**config.mk**
```make
export PLATFORM = sky130hd
export DESIGN_NAME = dispatch_unit_flat
export DESIGN_NICKNAME = d
export VERILOG_FILES = /design/src/rtl/dispatch_unit_if.sv /design/src/rtl/dispatch_unit.sv /design/src/flat_wrapper.sv
export SDC_FILE = /design/constraint.sdc
export NUM_CORES = 1
export LEC_CHECK = 0
export CAP_MARGIN = 20
export CORE_AREA = 2 2 172 174
export DETAILED_ROUTE_END_ITERATION = 10
export DIE_AREA = 0 0 174 176
export GPL_TIMING_DRIVEN = 0
export PLACE_DENSITY = 0.76
export SYNTH_ARGS = -nofsm -noshare
export SYNTH_HDL_FRONTEND = slang
export SYNTH_SLANG_ARGS = --single-unit
```
**constraint.sdc**
```tcl
create_clock -name clk -period 5.17 [get_ports clk]
set_clock_uncertainty 0.15 [all_clocks]
set_input_delay 1.034 -clock clk [delete_from_list [all_inputs] [get_ports clk]]
set_output_delay 1.034 -clock clk [all_outputs]
set_load 0.01 [all_outputs]
```
**src/rtl/dispatch_unit_if.sv**
```systemverilog
// Bundle between the issue queue / writeback / execute side and the dispatch unit.
interface dispatch_unit_if #(
  parameter int ENTRY_W = 107
);
  logic               flush;
  logic [ENTRY_W-1:0] inst0_in;
  logic [ENTRY_W-1:0] inst1_in;
  logic               ex_allow_in;
  logic               wb0_en;
  logic [4:0]         wb0_addr;
  logic               wb1_en;
  logic [4:0]         wb1_addr;
  logic [1:0]         issue_enable;
  logic [ENTRY_W-1:0] ds_inst0;
  logic [ENTRY_W-1:0] ds_inst1;
  logic [1:0]         ds_valid;

  modport master (
    output flush, inst0_in, inst1_in, ex_allow_in, wb0_en, wb0_addr, wb1_en, wb1_addr,
    input  issue_enable, ds_inst0, ds_inst1, ds_valid
  );

  modport slave (
    input  flush, inst0_in, inst1_in, ex_allow_in, wb0_en, wb0_addr, wb1_en, wb1_addr,
    output issue_enable, ds_inst0, ds_inst1, ds_valid
  );
endinterface

```
**src/rtl/dispatch_unit.sv**
```systemverilog
// Dual-issue dispatch: scoreboard hazard check, pairing rules, and a two-slot dispatch register.
module dispatch_unit #(
  parameter int         ENTRY_W  = 107,
  parameter int         NREG     = 32,
  parameter logic [3:0] TYPE_BR  = 4'd1,
  parameter logic [3:0] TYPE_MEM = 4'd2,
  parameter logic [3:0] TYPE_MUL = 4'd3
) (
  input logic           clk,
  input logic           rst_,
  dispatch_unit_if.slave bus
);

  logic [NREG-1:0] sb_reg;
  logic [NREG-1:0] sb_next;
  logic [NREG-1:0] clr_mask;
  logic [NREG-1:0] set_mask;

  logic [4:0] dst0, src00, src01, dst1, src10, src11;
  logic [3:0] type0, type1;
  logic [2:0] used0, used1;
  logic       valid0, valid1;

  assign dst0   = bus.inst0_in[74:70];
  assign src00  = bus.inst0_in[69:65];
  assign src01  = bus.inst0_in[64:60];
  assign type0  = bus.inst0_in[27:24];
  assign used0  = bus.inst0_in[14:12];
  assign valid0 = bus.inst0_in[0];
  assign dst1   = bus.inst1_in[74:70];
  assign src10  = bus.inst1_in[69:65];
  assign src11  = bus.inst1_in[64:60];
  assign type1  = bus.inst1_in[27:24];
  assign used1  = bus.inst1_in[14:12];
  assign valid1 = bus.inst1_in[0];

  logic haz0, haz1, raw, waw, unit_conflict, can0, can1;

  always_comb begin
    haz0 = (used0[1] && sb_reg[src00]) || (used0[2] && sb_reg[src01]) ||
           (used0[0] && dst0 != 5'd0 && sb_reg[dst0]);
    haz1 = (used1[1] && sb_reg[src10]) || (used1[2] && sb_reg[src11]) ||
           (used1[0] && dst1 != 5'd0 && sb_reg[dst1]);
    raw  = used0[0] && dst0 != 5'd0 &&
           ((used1[1] && src10 == dst0) || (used1[2] && src11 == dst0));
    waw  = used0[0] && used1[0] && dst0 != 5'd0 && dst0 == dst1;
    unit_conflict = (type0 == TYPE_MEM && type1 == TYPE_MEM) ||
                    (type0 == TYPE_MUL && type1 == TYPE_MUL);
    // rst_ gating keeps the queue from popping while the block is held in reset.
    can0 = rst_ && valid0 && !haz0 && bus.ex_allow_in && !bus.flush;
    can1 = can0 && valid1 && !haz1 && !raw && !waw && !unit_conflict && type1 != TYPE_BR;
  end

  assign bus.issue_enable = can1 ? 2'b10 : (can0 ? 2'b01 : 2'b00);

  genvar gi;
  generate
    for (gi = 0; gi < NREG; gi++) begin : g_sb
      assign clr_mask[gi] = (bus.wb0_en && bus.wb0_addr == 5'(gi)) ||
                            (bus.wb1_en && bus.wb1_addr == 5'(gi));
      if (gi == 0) begin : g_zero
        assign set_mask[gi] = 1'b0;
      end else begin : g_nz
        assign set_mask[gi] = (can0 && used0[0] && dst0 == 5'(gi)) ||
                              (can1 && used1[0] && dst1 == 5'(gi));
      end
    end
  endgenerate

  // Set is applied after clear so a same-cycle reissue of a retiring register stays busy.
  assign sb_next = bus.flush ? '0 : ((sb_reg & ~clr_mask) | set_mask);

  always_ff @(posedge clk or negedge rst_) begin
    if (!rst_) begin
      sb_reg       <= '0;
      bus.ds_valid <= 2'b00;
      bus.ds_inst0 <= '0;
      bus.ds_inst1 <= '0;
    end else begin
      sb_reg <= sb_next;
      if (bus.ex_allow_in) begin
        bus.ds_inst0 <= bus.inst0_in;
        bus.ds_inst1 <= bus.inst1_in;
      end
      if (bus.flush)
        bus.ds_valid <= 2'b00;
      else if (bus.ex_allow_in)
        bus.ds_valid <= {can1, can0};
    end
  end

endmodule

```
**src/flat_wrapper.sv**
```systemverilog
// flat-port wrapper written by rule: the top's interface ports become plain ports
module dispatch_unit_flat 
#(
  parameter int         ENTRY_W  = 107,
  parameter int         NREG     = 32,
  parameter logic [3:0] TYPE_BR  = 4'd1,
  parameter logic [3:0] TYPE_MEM = 4'd2,
  parameter logic [3:0] TYPE_MUL = 4'd3
)
  (clk, rst_, bus_flush, bus_inst0_in, bus_inst1_in, bus_ex_allow_in, bus_wb0_en, bus_wb0_addr, bus_wb1_en, bus_wb1_addr, bus_issue_enable, bus_ds_inst0, bus_ds_inst1, bus_ds_valid);
  dispatch_unit_if #(.ENTRY_W(ENTRY_W)) bus_i ();
  input logic clk;
  input logic rst_;
  input wire logic [$bits(bus_i.flush)-1:0] bus_flush;
  input wire logic [$bits(bus_i.inst0_in)-1:0] bus_inst0_in;
  input wire logic [$bits(bus_i.inst1_in)-1:0] bus_inst1_in;
  input wire logic [$bits(bus_i.ex_allow_in)-1:0] bus_ex_allow_in;
  input wire logic [$bits(bus_i.wb0_en)-1:0] bus_wb0_en;
  input wire logic [$bits(bus_i.wb0_addr)-1:0] bus_wb0_addr;
  input wire logic [$bits(bus_i.wb1_en)-1:0] bus_wb1_en;
  input wire logic [$bits(bus_i.wb1_addr)-1:0] bus_wb1_addr;
  output wire logic [$bits(bus_i.issue_enable)-1:0] bus_issue_enable;
  output wire logic [$bits(bus_i.ds_inst0)-1:0] bus_ds_inst0;
  output wire logic [$bits(bus_i.ds_inst1)-1:0] bus_ds_inst1;
  output wire logic [$bits(bus_i.ds_valid)-1:0] bus_ds_valid;
  assign bus_i.flush = bus_flush;
  assign bus_i.inst0_in = bus_inst0_in;
  assign bus_i.inst1_in = bus_inst1_in;
  assign bus_i.ex_allow_in = bus_ex_allow_in;
  assign bus_i.wb0_en = bus_wb0_en;
  assign bus_i.wb0_addr = bus_wb0_addr;
  assign bus_i.wb1_en = bus_wb1_en;
  assign bus_i.wb1_addr = bus_wb1_addr;
  assign bus_issue_enable = bus_i.issue_enable;
  assign bus_ds_inst0 = bus_i.ds_inst0;
  assign bus_ds_inst1 = bus_i.ds_inst1;
  assign bus_ds_valid = bus_i.ds_valid;
  dispatch_unit #(.ENTRY_W(ENTRY_W), .NREG(NREG), .TYPE_BR(TYPE_BR), .TYPE_MEM(TYPE_MEM), .TYPE_MUL(TYPE_MUL)) u_core (.clk(clk), .rst_(rst_), .bus(bus_i));
endmodule
```
# After elaboration in Yosys (flattened, before gate mapping)
# Index checks and enable logic that the tools add are counted.
[classes] add_sub_neg=0 multipliers=0 div=0 n_lt_le_gt_ge=6 eq_ne=132 shift=0 mux=17 bitwise_logic=3 n_reduce_logical=234
[op_table] op="$eq A5 B5 Y1 const B" count=64
[op_table] op="$eq A5 B4 Y1 const B" count=32
[op_table] op="$logic_and A1 B1 Y1" count=154
[op_table] op="$eq A5 B3 Y1 const B" count=16
[op_table] op="$logic_or A1 B1 Y1" count=69
[op_table] op="$eq A5 B2 Y1 const B" count=8
[op_table] op="$lt A5 B6 Y1 const B" count=6
[op_table] op="$and A32 B32 Y32" count=1
[op_table] op="$mux W32" count=1
[op_table] op="$not A32 Y32" count=1
[op_table] op="$or A32 B32 Y32" count=1
[op_table] op="$bmux W1 S5" count=6
[op_table] op="$eq A5 B1 Y1 const B" count=4
[op_table] op="$eq A4 B2 Y1 const B" count=4
[op_table] op="$eq A5 B5 Y1" count=3
[op_table] op="$logic_not A5 Y1" count=2
[op_table] op="$reduce_bool A5 Y1" count=2
[op_table] op="$mux W1" count=7
[op_table] op="$logic_not A1 Y1" count=6
[op_table] op="$mux W2" count=3
[op_table] op="$ne A4 B1 Y1 const B" count=1
[op_table] op="$reduce_bool A2 Y1" count=1
[word_totals] ff_bits=248 latchBits=0 ramBits=0 mem_bits_ro=0 inputBits=230 elab_cells=396 memories=0

# Longest topological paths before layout
# Gate-level depths: netlist (run 1).
[logic_depth] depth_word=20 depth_mapped=11 depth_no_buf=7

# Worst setup path before layout (run 1)
# No wires, ideal clock.
[synth_path] path_kind="input to output" start="input port bus_inst0_in[61]" end="output port bus_issue_enable[0]" arrival_ns=3.192 setup_slack_ns=0.794 cell_stages=9 path_cell_list="clkbuf_1 > mux4_2 > mux4_2 > nor2_1 > and4b_1 > a211oi_2 > buf_4 > buf_4 > and2b_2"
[synth_via] elab_chain_len=16 elab_cells_between_ends=17 cone_classes="4 x mux; 13 x reduce/logical"
[synth_rtl] item="from (decl)" line_no="flat_wrapper.sv:15" rtl="input wire logic [$bits(bus_i.inst0_in)-1:0] bus_inst0_in;"
[synth_rtl] item="$bmux W1 S5 *" line_no="dispatch_unit.sv:40" rtl="haz0 = (used0[1] && sb_reg[src00]) || (used0[2] && sb_reg[src01]) ||"
[synth_rtl] item="$mux W1 (implied by the code) *" line_no="dispatch_unit.sv:40"
[synth_rtl] item="$logic_and A1 B1 Y1 *" line_no="dispatch_unit.sv:40"
[synth_rtl] item="$logic_or A1 B1 Y1 * (2 in series)" line_no="dispatch_unit.sv:40"
[synth_rtl] item="$logic_not A1 Y1 *" line_no="dispatch_unit.sv:50" rtl="can0 = rst_ && valid0 && !haz0 && bus.ex_allow_in && !bus.flush;"
[synth_rtl] item="$logic_and A1 B1 Y1 * (3 in series)" line_no="dispatch_unit.sv:50"
[synth_rtl] item="$logic_and A1 B1 Y1 (6 in series)" line_no="dispatch_unit.sv:51" rtl="can1 = can0 && valid1 && !haz1 && !raw && !waw && !unit_conflict && type1 != TYPE_BR;"
[synth_rtl] item="$mux W2 *" line_no="dispatch_unit.sv:54" rtl="assign bus.issue_enable = can1 ? 2'b10 : (can0 ? 2'b01 : 2'b00);"
[synth_rtl] item="to (decl)" line_no="flat_wrapper.sv:22" rtl="output wire logic [$bits(bus_i.issue_enable)-1:0] bus_issue_enable;"
# Mark *: on every way between the ends. The rest lies on a longest branch, timed or not. The select of a mux whose other input is x is not followed.

# Worst setup path in the final report (run 1)
[layout_path] start="input port bus_inst0_in[71]" end="output port bus_issue_enable[0]"
[layout_via] elab_chain_len=15 elab_cells_between_ends=29 cone_classes="3 x eq/ne; 4 x mux; 22 x reduce/logical"
[layout_rtl] item="$bmux W1 S5 or $reduce_bool A5 Y1 (tied branches)" line_no="dispatch_unit.sv:41, dispatch_unit.sv:44, dispatch_unit.sv:46"
[layout_rtl] item="$mux W1 (implied by the code) or $logic_and A1 B1 Y1 (tied branches)" line_no="dispatch_unit.sv:41, dispatch_unit.sv:44"
[layout_rtl] item="$logic_and A1 B1 Y1" line_no="dispatch_unit.sv:41" rtl="(used0[0] && dst0 != 5'd0 && sb_reg[dst0]);"
[layout_rtl] item="$logic_or A1 B1 Y1" line_no="dispatch_unit.sv:40"
[layout_rtl] item="$logic_not A1 Y1" line_no="dispatch_unit.sv:50"
[layout_rtl] item="$logic_and A1 B1 Y1 (3 in series)" line_no="dispatch_unit.sv:50"
[layout_rtl] item="$logic_and A1 B1 Y1 (6 in series)" line_no="dispatch_unit.sv:51"
[layout_rtl] item="$mux W2 *" line_no="dispatch_unit.sv:54"
# Marked as above.

==> flow_summary.toml, run 1 <==
[sta]
final_max_slew_viol_count = 0
relSlewSlack_pct = 37.3
finalCritPeriodShare_pct = 97.5
max_freq_ghz = 0.198
finalCriticalPeriod_ns = 5.04
worst_slack_ns = 0.130
final_hold_viol_count = 0
tightestPinTransition_ns = 0.940
setup_violations = 0
rsz0062_at_grt = "no"
setup_tns_ns = 0

[synth]
synth_area_um2 = 12100
ys_types = 52
async_flop_share_pct = 100
yosysSeqAreaShare_pct = 51.5
syn_avg_cell_area_um2 = 13.6
syn-num-nets = 1114
synth_top_family_by_area = "multiplexers"
synth_edf_count = 0
yosys.area_share.simple_pct = 7.80
netlist_instances = 884
synth_compound_area_share_pct = 6.21
synth_seq_cells = 248
synth_fa_ha_area_share_pct = 0
ys.warnings.count = 0
synthFlopType = "dfrtp_1"
synthXorXnorAreaFrac_pct = 1.09
muxShareOfSynthArea_pct = 30.8

[power_and_ir_drop]
combPwrFrac_pct = 20.9
intPower_uw = 3950
swShare_pct = 25.7
switchingPower_uw = 1370
vdd_drop_max_v = 0.000271
power_density_nw_per_um2 = 295
seq_power_share_pct = 41.4
clock_power_share_pct = 37.8
power_leakage_uw = 0.00718

[routing]
drt-total-wl_mm = 44.4
met1_length_mm = 16.2
routed-wl-met2_mm = 21.6
wl_met3_mm = 4.73
top_layer = "met5"
drtPass1Iterations = 7
drc_errors = 0
dr_total_vias = 9995
drt_iter0_drc = 783
wl_per_cell_um = 25.1
viasPerCell = 5.66
postRouteAntennaNets = 0

[final_layout]
fillCellCount = 2274
layout.nets = 1588
area_delta_synth_final_pct = 49.6
final_layout_size_suffix_gt1_share_pct = 25.0
layout_common_cells = "clkdlybuf4s50_1, dfrtp_1, mux2_2, clkbuf_1, mux4_2"
final_common_cell = "clkdlybuf4s50_1"

[placed_design]
gp_congestion = 0.978
io_buffers = 432
dpl.hpwl_mm = 33.9
dpl_worst_slack_ns = -0.680

[clock_tree]
h-tree-depth = 1
hold_buffers = 0
clock_latency_ns = 0.55
cts.sinks = 248
cts_buffers = 28
clockRootBuffer = "clkbuf_16"
cts_tree = "yes"
clock_path_buffers = 3
clk_pin_slew_ns = 0.06

[worst_setup_path]
worstSetupEndpointType = "output port"
crit_required_ns = 3.99
cp.arrival_ns = 3.86
path_max_fanout = 10
crit_path_start_kind = "primary input"
setup.worst_path.class = "in2out"

[floorplan]
core_area_um2 = 28500
die_h_um = 176
ios = 448
start_util_pct = 42.2
fp.dieW_um = 174
die_area_um2 = 30600
rows = 62

[global_routing]
grt_pass1_vias = 10253
overflow = 0
grt_usage_pct = 28.3
grt_pass1_wl_mm = 65.5
antenna_found_initial = 7
grt_start_max_net_pins = 74

[flow_run]
max_cap_violations = 0

[min_path]
hold_path_class = "in2async"

[run_status]
status = "finished clean"
[power groups by stage]
stage	logic, uW	clock network [uW]	registers [uW]
floorplan	319	0	2310
global placement	1080	0	2230
detailed placement	1100	0	2230
CTS	1120	2050	2200
global route	1170	2130	2220
finish	1110	2010	2200
[path summary, 6_finish.rpt]
path | start | to | slack (ns) | cells after the start
worst max register to register | u_core.sb_reg[13] | u_core.sb_reg[14] | 1.90 | 9
worst min-delay path | rst_ | u_core.bus.ds_inst0[17] | 0.20 | 1
worst min register to register | u_core.bus.ds_valid[0] | u_core.bus.ds_valid[0] | 0.34 | 1
worst max-delay path | bus_inst0_in[71] | bus_issue_enable[0] | 0.13 | 11
max in group asynchronous | rst_ | u_core.bus.ds_inst1[84] | 3.85 | 2
min in group clk | u_core.bus.ds_valid[0] | u_core.bus.ds_valid[0] | 0.34 | 1
[cell usage after synthesis (all sizes together), types with 2 or more instances]
cell	n	area share (%)
mux2i	22	1.8
dfrtp	248	51
nand3	21	0.87
a41oi	9	0.72
nor2	18	0.56
xnor2	3	0.22
or3	3	0.16
nand4b	5	0.61
nor4	3	0.16
nor3b	35	2.2
o32ai	8	0.58
o21ai	34	1.4
clkbuf	53	1.7
a211oi	2	0.17
a31oi	28	1.5
a21o	2	0.12
inv	6	0.19
nor3	3	0.12
mux2	221	21
nor2b	10	0.52
mux4	44	8.3
xor2	12	0.87
o22ai	24	1.2
a311oi	2	0.15
buf	14	0.75
nand2	21	0.65
nand4	7	0.49
nand2b	11	0.57
[layout make-up]
cell class / instances / area, um2 / share of cell area [%]
Multi-Input combinational cell: 563 / 5540 / 30.7
Tap cell: 384 / 480 / 2.66
Clock inverter: 7 / 110 / 0.611
Sequential cell: 248 / 6210 / 34.4
Timing Repair Buffer: 444 / 4520 / 25.1
Buffer: 67 / 314 / 1.74
Clock buffer: 43 / 827 / 4.59
Inverter: 6 / 22.5 / 0.125
Antenna cell: 5 / 12.5 / 0.0694
[timing repair]
item | 4_1_cts | 5_1_grt
gates cloned | 1 | 1
setup endpoints to repair | 2 | 2
pin swaps | 1 | 1
gates resized for setup | 14 | 8
buffers inserted | 6 | 2
[routing by layer]
layer / up-vias / GRT usage, %
li1: 4307 / -
met2: 621 / 47.9
met1: 4932 / 34.8
met5: - / 0
met4: 8 / 9.84
met3: 127 / 8.18
[kinds of logic after synthesis]
kind of cell / after synthesis
flops: 248
mux: 287
simple gates: 147
buf+inv: 73
xor+xnor: 15
compound gates: 114
[metrics by stage]
step	hold slack (ns)	area, um2	cells	total power (uW)	util, %
floorplan	0.368	12100	884	2630	-
global route	0.233	18000	1764	5520	63.1
global placement	0.310	16900	1700	3310	59.0
finish	0.202	18000	1767	5320	63.2
detailed placement	0.329	16900	1703	3330	59.3
CTS	0.216	18000	1759	5360	63.0
[worst max-delay path, cell delays in order]
cell             delay (ns)
clkdlybuf4s50_1        0.55
buf_6                  0.18
mux4_2                 0.51
mux2i_1                0.13
o21ai_0                0.08
o221a_2                0.29
a211oi_4               0.27
buf_6                  0.19
buf_4                  0.18
and2b_2                0.15
dlygate4sd2_1          0.28
Power figures use the tool's default switching activity.
==> inputs of run 2 (changes only) <==
--- a/config.mk
+++ b/config.mk
@@ -7,6 +7,7 @@
 export LEC_CHECK = 0
 export CAP_MARGIN = 20
 export CORE_AREA = 2 2 172 174
+export CTS_BUF_LIST = sky130_fd_sc_hd__clkbuf_16
 export DETAILED_ROUTE_END_ITERATION = 10
 export DIE_AREA = 0 0 174 176
 export GPL_TIMING_DRIVEN = 0
==> flow_summary.toml, run 2 (synthesis results as in run 1) <==
[run_status]
status = "finished clean"

[global_routing]
grt_start_max_net_pins = 74
antenna_found_initial = 6
grt_pass1_vias = 10230
overflow = 0
grt_pass1_wl_mm = 65.2
grt_usage_pct = 28.2

[sta]
tightestPinTransition_ns = 0.927
setup_tns_ns = 0
finalCritPeriodShare_pct = 98.0
finalCriticalPeriod_ns = 5.07
final_hold_viol_count = 0
final_max_slew_viol_count = 0
relSlewSlack_pct = 38.2
rsz0062_at_grt = "no"
max_freq_ghz = 0.197
setup_violations = 0
hold_ws_ns = 0.199

[final_layout]
final_area_um2 = 18000
layout.nets = 1588
layout_common_cells = "clkdlybuf4s50_1, dfrtp_1, mux2_2, clkbuf_1, mux4_2"
area_delta_synth_final_pct = 49.0
fin_util_pct = 62.9
fillCellCount = 2276
final_common_cell = "clkdlybuf4s50_1"
final_layout_size_suffix_gt1_share_pct = 24.5

[routing]
drc_errors = 0
drtPass1Iterations = 8
dr_total_vias = 9985
drt-total-wl_mm = 44.1
drt_iter0_drc = 708
wl_per_cell_um = 25.0
postRouteAntennaNets = 0
viasPerCell = 5.66

[power_and_ir_drop]
power_density_nw_per_um2 = 289
power_leakage_uw = 0.00718
power.total_uw = 5190
vdd_drop_max_v = 0.000274

[floorplan]
start_util_pct = 42.2
ios = 448
core_area_um2 = 28500
die_h_um = 176
rows = 62
die_area_um2 = 30600
fp.dieW_um = 174

[worst_setup_path]
worstSetupEndpointType = "output port"
crit_path_start = "bus_inst0_in[71]"
crit_top_cell = "buf_6"
setup.worst_path.class = "in2out"
r2r_start = "u_core.sb_reg[13]"
r2r_end = "u_core.sb_reg[31]"
cp_slowest_cell = "clkdlybuf4s50_1"
reg2reg_depth = 9
crit_required_ns = 3.99
path_max_fanout = 10
crit_path_start_kind = "primary input"
reg2reg_slack_ns = 1.91
max_stage_delay_ns = 0.55
crit_chain = "clkdlybuf4s50_1 -> buf_6 -> mux4_2 -> mux2i_1 -> o21ai_0 -> o221a_2 -> a211oi_4 -> buf_6 -> buf_4 -> and2b_2 -> dlygate4sd2_1"
cp.arrival_ns = 3.88

[clock_tree]
h-tree-depth = 1
clockRootBuffer = "clkbuf_16"
cts_tree = "yes"
cts.sinks = 248
cts_buffers = 28
clock_latency_ns = 0.55
clock_path_buffers = 3
clk_pin_slew_ns = 0.06

[flow_run]
max_cap_violations = 0

[min_path]
hold_path_class = "in2async"

[placed_design]
place_area_um2 = 16900
gp_congestion = 0.978
io_buffers = 432
dpl.hpwl_mm = 33.9
[run 2: layer usage]
metal / share of wire, % / global-route usage [%] / routed length [um]
met1: 36 / 34.5 / 15900
met2: 48 / 47.8 / 21400
met3: 11 / 8.53 / 5010
met4: 3.9 / 9.31 / 1730
met5: 0.12 / 0 / 53
[run 2: critical path: cells and delay by family]
kind,cells,cell delay (ns)
buffers and inverters,5,1.38
AND/OR/NAND/NOR,1,0.15
multiplexers,2,0.65
AO/OA/AOI/OAI,3,0.66
[run 2: area by class of cell]
type | count | area, um2 | area share (%)
Antenna cell | 3 | 7.51 | 0.0418
Buffer | 67 | 314 | 1.75
Clock buffer | 28 | 701 | 3.90
Clock inverter | 22 | 166 | 0.927
Inverter | 6 | 22.5 | 0.125
Multi-Input combinational cell | 563 | 5540 | 30.9
Sequential cell | 248 | 6210 | 34.6
Tap cell | 384 | 480 | 2.68
Timing Repair Buffer | 444 | 4520 | 25.2
[run 2: repair_timing]
action	4_1_cts	5_1_grt
setup endpoints to repair	2	2
hold buffers	0	0
gates cloned	1	1
gates resized for setup	14	8
setup buffers	6	2
pin swaps	1	1
[run 2: per-stage QoR]
step	setup WS, ns	std cells
after floorplan	0.794	884
after global placement	-10.48	1700
after detailed placement	-0.680	1703
after CTS	0.0269	1759
after global routing	0.00809	1763
final	0.103	1765
[run 2: power breakdown]
group,internal (uW),switching [uW],total [uW]
Sequential,2110,88.4,2200
Combinational,645,465,1110
Clock,1080,807,1880
[run 2: worst max-delay path by stage]
stage                                endpoint  slack [ns]
after CTS                 bus_issue_enable[0]        0.03
final                     bus_issue_enable[0]        0.10
after detailed placement  bus_issue_enable[0]       -0.68
after floorplan           bus_issue_enable[0]        0.79
after global placement    bus_issue_enable[0]      -10.48
after global routing      bus_issue_enable[0]       0.008
